`src/rtl/shared_pkg.sv`:
```
// Shared UART-side types and constants for the APB/AES to UART bridge.
// Pure declarations: no latency, no flow control.
// Imported by the serializer and its baud generator.
package shared_pkg;

    typedef enum logic [1:0] {
        IDLE_U,
        START_U,
        DATA_U,
        STOP_U
    } uart_state_e;

    typedef enum logic {
        PATH_APB,
        PATH_AES
    } uart_path_e;

    localparam int NBYTES          = 4;
    localparam int UART_OVERSAMPLE = 16;
    // 500 MHz / (16 * 9600), truncated to an integer divider
    localparam int CLKS_PER_TICK   = 3255;

    // Counter width that stays legal (>= 1 bit) for degenerate counts
    function automatic int cnt_width(input int n);
        return (n > 1) ? $clog2(n) : 1;
    endfunction

endpackage

```
`src/rtl/uart_baud_gen.sv`:
```
// Oversample tick generator: one-cycle tick every CLKS_PER_TICK clocks.
// Tick asserted combinationally from the counter state; counter restarts on clr.
// No backpressure: free-running.
module uart_baud_gen
    import shared_pkg::*;
#(
    parameter int CLKS_PER_TICK = shared_pkg::CLKS_PER_TICK
) (
    input  logic PCLK,
    input  logic PRESETn,
    input  logic clr,
    output logic tick
);

    localparam int            CW   = cnt_width(CLKS_PER_TICK);
    localparam logic [CW-1:0] LAST = CW'(CLKS_PER_TICK - 1);

    logic [CW-1:0] cnt;

    always_ff @(posedge PCLK) begin
        if (!PRESETn || clr) begin
            cnt <= '0;
        end else if (cnt == LAST) begin
            cnt <= '0;
        end else begin
            cnt <= cnt + CW'(1);
        end
    end

    assign tick = (cnt == LAST);

endmodule

```
`src/rtl/uart_tx_word_serializer.sv`:
```
// Word-to-UART serializer: DATA_WIDTH word out as 8N1 frames, LS byte first.
// Latency: tx_o falls at the accept edge; word_done_o after NBYTES*10*BIT_CYCLES.
// Backpressure: tx_ready_o only high while idle; valid without ready is dropped.
module uart_tx_word_serializer
    import shared_pkg::*;
#(
    parameter int DATA_WIDTH    = NBYTES * 8,
    parameter int CLKS_PER_TICK = shared_pkg::CLKS_PER_TICK,
    parameter int OVERSAMPLE    = UART_OVERSAMPLE
) (
    input  logic                  PCLK,
    input  logic                  PRESETn,
    input  logic [DATA_WIDTH-1:0] tx_word_i,
    input  logic                  tx_valid_i,
    output logic                  tx_ready_o,
    output logic                  tx_o,
    output logic                  busy_o,
    output logic                  word_done_o
);

    localparam int            NB      = DATA_WIDTH / 8;
    localparam int            BW      = cnt_width(NB);
    localparam int            OW      = cnt_width(OVERSAMPLE);
    localparam logic [OW-1:0] OS_LAST = OW'(OVERSAMPLE - 1);
    localparam logic [BW-1:0] BY_LAST = BW'(NB - 1);

    uart_state_e           state;
    logic [DATA_WIDTH-1:0] word_q;
    logic [BW-1:0]         byte_idx;
    logic [2:0]            bit_idx;
    logic [2:0]            next_bit;
    logic [OW-1:0]         os_cnt;
    logic [7:0]            cur_byte;
    logic                  tick;
    logic                  accept;
    logic                  bit_end;

    assign accept   = tx_valid_i && tx_ready_o;
    assign bit_end  = tick && (os_cnt == OS_LAST);
    assign cur_byte = word_q[{byte_idx, 3'b000} +: 8];
    assign next_bit = bit_idx + 3'd1;

    // Restarting the divider on accept aligns every bit boundary to the accept edge
    uart_baud_gen #(
        .CLKS_PER_TICK (CLKS_PER_TICK)
    ) u_baud_gen (
        .PCLK    (PCLK),
        .PRESETn (PRESETn),
        .clr     (accept),
        .tick    (tick)
    );

    always_ff @(posedge PCLK) begin
        if (!PRESETn) begin
            state       <= IDLE_U;
            tx_o        <= 1'b1;
            tx_ready_o  <= 1'b0;
            busy_o      <= 1'b0;
            word_done_o <= 1'b0;
            word_q      <= '0;
            byte_idx    <= '0;
            bit_idx     <= '0;
            os_cnt      <= '0;
        end else begin
            word_done_o <= 1'b0;
            if (state != IDLE_U && tick) begin
                os_cnt <= (os_cnt == OS_LAST) ? '0 : os_cnt + OW'(1);
            end

            case (state)
                IDLE_U: begin
                    tx_ready_o <= 1'b1;
                    tx_o       <= 1'b1;
                    busy_o     <= 1'b0;
                    if (accept) begin
                        word_q     <= tx_word_i;
                        byte_idx   <= '0;
                        bit_idx    <= '0;
                        os_cnt     <= '0;
                        state      <= START_U;
                        tx_ready_o <= 1'b0;
                        busy_o     <= 1'b1;
                        tx_o       <= 1'b0;
                    end
                end

                START_U: begin
                    if (bit_end) begin
                        state <= DATA_U;
                        tx_o  <= cur_byte[bit_idx];
                    end
                end

                DATA_U: begin
                    if (bit_end) begin
                        if (bit_idx == 3'd7) begin
                            state   <= STOP_U;
                            bit_idx <= '0;
                            tx_o    <= 1'b1;
                        end else begin
                            bit_idx <= next_bit;
                            tx_o    <= cur_byte[next_bit];
                        end
                    end
                end

                STOP_U: begin
                    if (bit_end) begin
                        if (byte_idx == BY_LAST) begin
                            state       <= IDLE_U;
                            byte_idx    <= '0;
                            tx_ready_o  <= 1'b1;
                            busy_o      <= 1'b0;
                            word_done_o <= 1'b1;
                        end else begin
                            // Next start bit follows the stop bit with no idle gap
                            state    <= START_U;
                            byte_idx <= byte_idx + BW'(1);
                            tx_o     <= 1'b0;
                        end
                    end
                end

                default: begin
                    state <= IDLE_U;
                    tx_o  <= 1'b1;
                end
            endcase
        end
    end

endmodule
```
`config.mk`:
```
export PLATFORM = sky130hd
export DESIGN_NAME = uart_tx_word_serializer
export DESIGN_NICKNAME = d
export VERILOG_FILES = /design/src/rtl/shared_pkg.sv /design/src/rtl/uart_baud_gen.sv /design/src/rtl/uart_tx_word_serializer.sv
export SDC_FILE = /design/constraint.sdc
export NUM_CORES = 1
export LEC_CHECK = 0
export BUFFER_PORTS_ARGS = -buffer_cell sky130_fd_sc_hd__buf_4
export CAP_MARGIN = 20
export CORE_MARGIN = 4
export CORE_UTILIZATION = 52
export DETAILED_ROUTE_END_ITERATION = 10
export PLACE_DENSITY_LB_ADDON = 0.12
export SLEW_MARGIN = 40
export SYNTH_ARGS = -nofsm -noshare
export SYNTH_HDL_FRONTEND = slang
export SYNTH_HIERARCHICAL = 1
export SYNTH_SLANG_ARGS = --single-unit
```
`constraint.sdc`:
```
create_clock -name PCLK -period 2 [get_ports PCLK]
set_input_delay 0.3 -clock PCLK [delete_from_list [all_inputs] [get_ports PCLK]]
set_output_delay 0.3 -clock PCLK [all_outputs]
set_load 0.01 [all_outputs]
```
==> impl_metrics.py <==
metrics = {
    "status": {
        "outcome": "finished clean",
    },
    "critical_path": {
        "cp_data_arrival_time_ps": 2160,
        "critical-path-slowest-cell": "mux4_2",
        "cp_top_family": "multiplexers",
        "end_kind": "flip-flop",
        "crit_chain": "mux4_2 -> mux2_4 -> and3_4 -> o41ai_4 -> a31oi_1",
        "r2r-start": "byte_idx[1]$_SDFFE_PN0P_",
        "critical-path-max-stage-delay_ps": 520,
        "path_class": "flip-flop to flip-flop",
        "cp_max_fo": 5,
        "cp-startpoint": "byte_idx[1]$_SDFFE_PN0P_",
        "critPathBufInv": 0,
        "required_ps": 2200,
        "cp-start-kind": "flip-flop",
    },
    "sta": {
        "period_minus_slack_ps": 1950,
        "finalHoldViolCount": 0,
        "setup_viol": 0,
        "drv_slew": 0,
        "finClkSkew_ps": 9.64,
        "rsz0062_at_grt": "true",
        "timing.hold.ws_ps": 206,
        "worst_slew_pin_slew_ps": 560,
        "fmax_mhz": 512,
        "tns_ps": 0,
        "relSlewSlack_pct": 62.6,
        "post-route-period-util_pct": 97.6,
    },
    "job": {
        "maxCapViolations": 0,
    },
    "synthesis": {
        "synthMostInstantiatedCell": "nand2_1",
        "mappedNetlistNets": 389,
        "syn_avg_cell_area_sq_um": 8.79,
        "synthTopCellsByCount": "72 x nand2_1, 59 x dfxtp_1, 48 x a21oi_1",
        "ys_seq_area_share_pct": 39.1,
        "syn-cell-area_sq_um": 3020,
        "synthesis.instances": 344,
        "ys_async_sr_fraction_pct": 0,
        "synth.yosys.warnings": 6,
        "ys_seq_elements": 59,
        "synth_top_area_share_pct": 39.1,
        "ys_types": 51,
        "synth_area_leader_cell": "dfxtp_1",
        "synth_edf_count": 0,
        "ys.flop_type": "dfxtp_1",
        "yosys-top-cells-area": "dfxtp_1 39%, nand2_1 8.9%, a21oi_1 7.9%",
    },
    "drt": {
        "remaining_drc_errors": 0,
        "antenna_left": 0,
        "first_pass_iters": 4,
        "drt_iter0_markers": 201,
        "post_drt_wl_per_cell_um": 14.9,
        "vias_per_cell": 5.62,
        "num_vias": 2702,
        "drt-total-wl_um": 7150,
    },
    "die": {
        "row_count": 27,
        "start_util_pct": 54.2,
        "io_pins": 39,
        "die_h_um": 84.2,
        "core-area_sq_um": 5570,
        "dieWidth_um": 84.2,
        "die-area_sq_um": 7100,
    },
    "grt": {
        "antenna_found_initial": 0,
        "grt_pass1_wl_um": 11900,
        "grt_max_degree": 33,
        "grt_usage_pct": 20.5,
        "first_global_vias": 2554,
        "overflow": 0,
    },
    "min_path": {
        "hold_path_startpoint": "tx_word_i[9]",
        "hold_path.class": "input pin to flip-flop",
    },
    "placed_design": {
        "gp_congestion": 0.883,
        "portBuffers": 38,
        "dp_hpwl_um": 5140,
        "dpl-instance-area_sq_um": 3540,
    },
    "clock_network": {
        "clk_root_buffer_cell": "clkbuf_8",
        "cts_sinks": 59,
        "clk_latency_ps": 340,
        "tritoncts": "yes",
        "htree_levels": 3,
        "max-clock-path-buffers": 2,
        "numCtsBuffers": 9,
        "clk_pin_slew_ps": 70,
    },
    "pwr": {
        "p_total_mw": 3.60,
        "p_leak_nw": 1.45,
        "peakVddDrop_mv": 0.593,
        "power_density_nw_per_um2": 934,
    },
    "finish": {
        "nets": 449,
        "drive_gt1_share_pct": 28.9,
        "final_area_sq_um": 3860,
        "syn_to_final_growth_pct": 27.7,
        "nFillCells": 455,
        "post-route-util_pct": 69.2,
        "diodes": 0,
    },
}
## logic make-up (layout without fill, tap and decap cells)
family          after synthesis  in the layout  synth area share, %
compound gates               80             80                 16.1
xor+xnor                      3              3                0.869
fa+ha+maj                    10             10                 4.14
buf+inv                      30             95                 4.43
flops                        59             59                 39.1
mux                          22             22                 13.2
simple gates                140            140                 22.1
## layout by cell type (no fill, tap or decap), drive strengths merged, types with 2 or more instances in the layout
cell	count
o21ai	9
nor2b	4
or3	6
a211oi	2
a21boi	2
xnor2	2
clkbuf	11
nand2b	3
mux2i	8
and2	2
inv	9
nand3	9
or4	3
a21oi	48
nand4b	2
and3	3
a31oi	3
clkinv	3
o21a	2
bufinv	2
nand2	72
mux4	13
ha	10
dfxtp	59
nand3b	2
o22ai	2
nand4	6
nor3	4
buf	69
nor2	19
nor3b	2
o31ai	4
## flip-flops by register name, summed over array words and instances, names as in the netlist
signal,count
word_q,32
u_baud_gen/cnt,12
os_cnt,4
bit_idx,3
byte_idx,2
state,2
busy_o,1
tx_o,1
tx_ready_o,1
word_done_o,1
## path summary, 6_finish.rpt
check | end | slack (ps) | cells past startpoint
worst max register to register | tx_o$_SDFFE_PN1P_ | 50 | 5
worst max-delay path | tx_o$_SDFFE_PN1P_ | 50 | 5
worst min-delay path | word_q[9]$_SDFFE_PN0P_ | 210 | 3
worst min register to register | word_q[27]$_SDFFE_PN0P_ | 460 | 2
## metrics by stage
stage	setup WS, ps	std cells
after floorplan	4.95	344
after global placement	13.4	462
after detailed placement	-84.2	462
after CTS	6.51	479
after global routing	-32.2	481
final	47.8	481
## tightest hold or removal path, delay by kind of cell
family | cells | cell delay [ps]
buf+inv | 1 | 110
compound gates | 1 | 50
simple gates | 1 | 40
## power by group
part           leakage, nW  internal [mW]  switching (mW)
clock network        0.103          0.698           0.466
logic                0.862          0.483           0.539
registers            0.482           1.31           0.110
## routing by layer
layer  GRT usage (%)  up-vias  routed length (um)
met2            31.7       68                3430
met5               0        -                   0
met4            8.92        0                 106
li1                -     1351                   -
met1            28.1     1272                3230
met3            3.83       11                 371
## final cells by class
cell class | count | area (sq um) | area share [%]
Multi-Input combinational cell | 255 | 1790 | 46.5
Inverter | 10 | 37.5 | 0.972
Tap cell | 72 | 90.1 | 2.33
Sequential cell | 59 | 1190 | 30.9
Clock inverter | 5 | 77.6 | 2.01
Timing Repair Buffer | 69 | 538 | 13.9
Clock buffer | 11 | 131 | 3.40
## timing repair
item / CTS / global route
pin swaps: 1 / 11
setup buffers: 1 / 2
hold buffers: 0 / 0
setup endpoints to repair: 3 / 6
resized for setup: 5 / 19
Power figures use the tool's default switching activity.
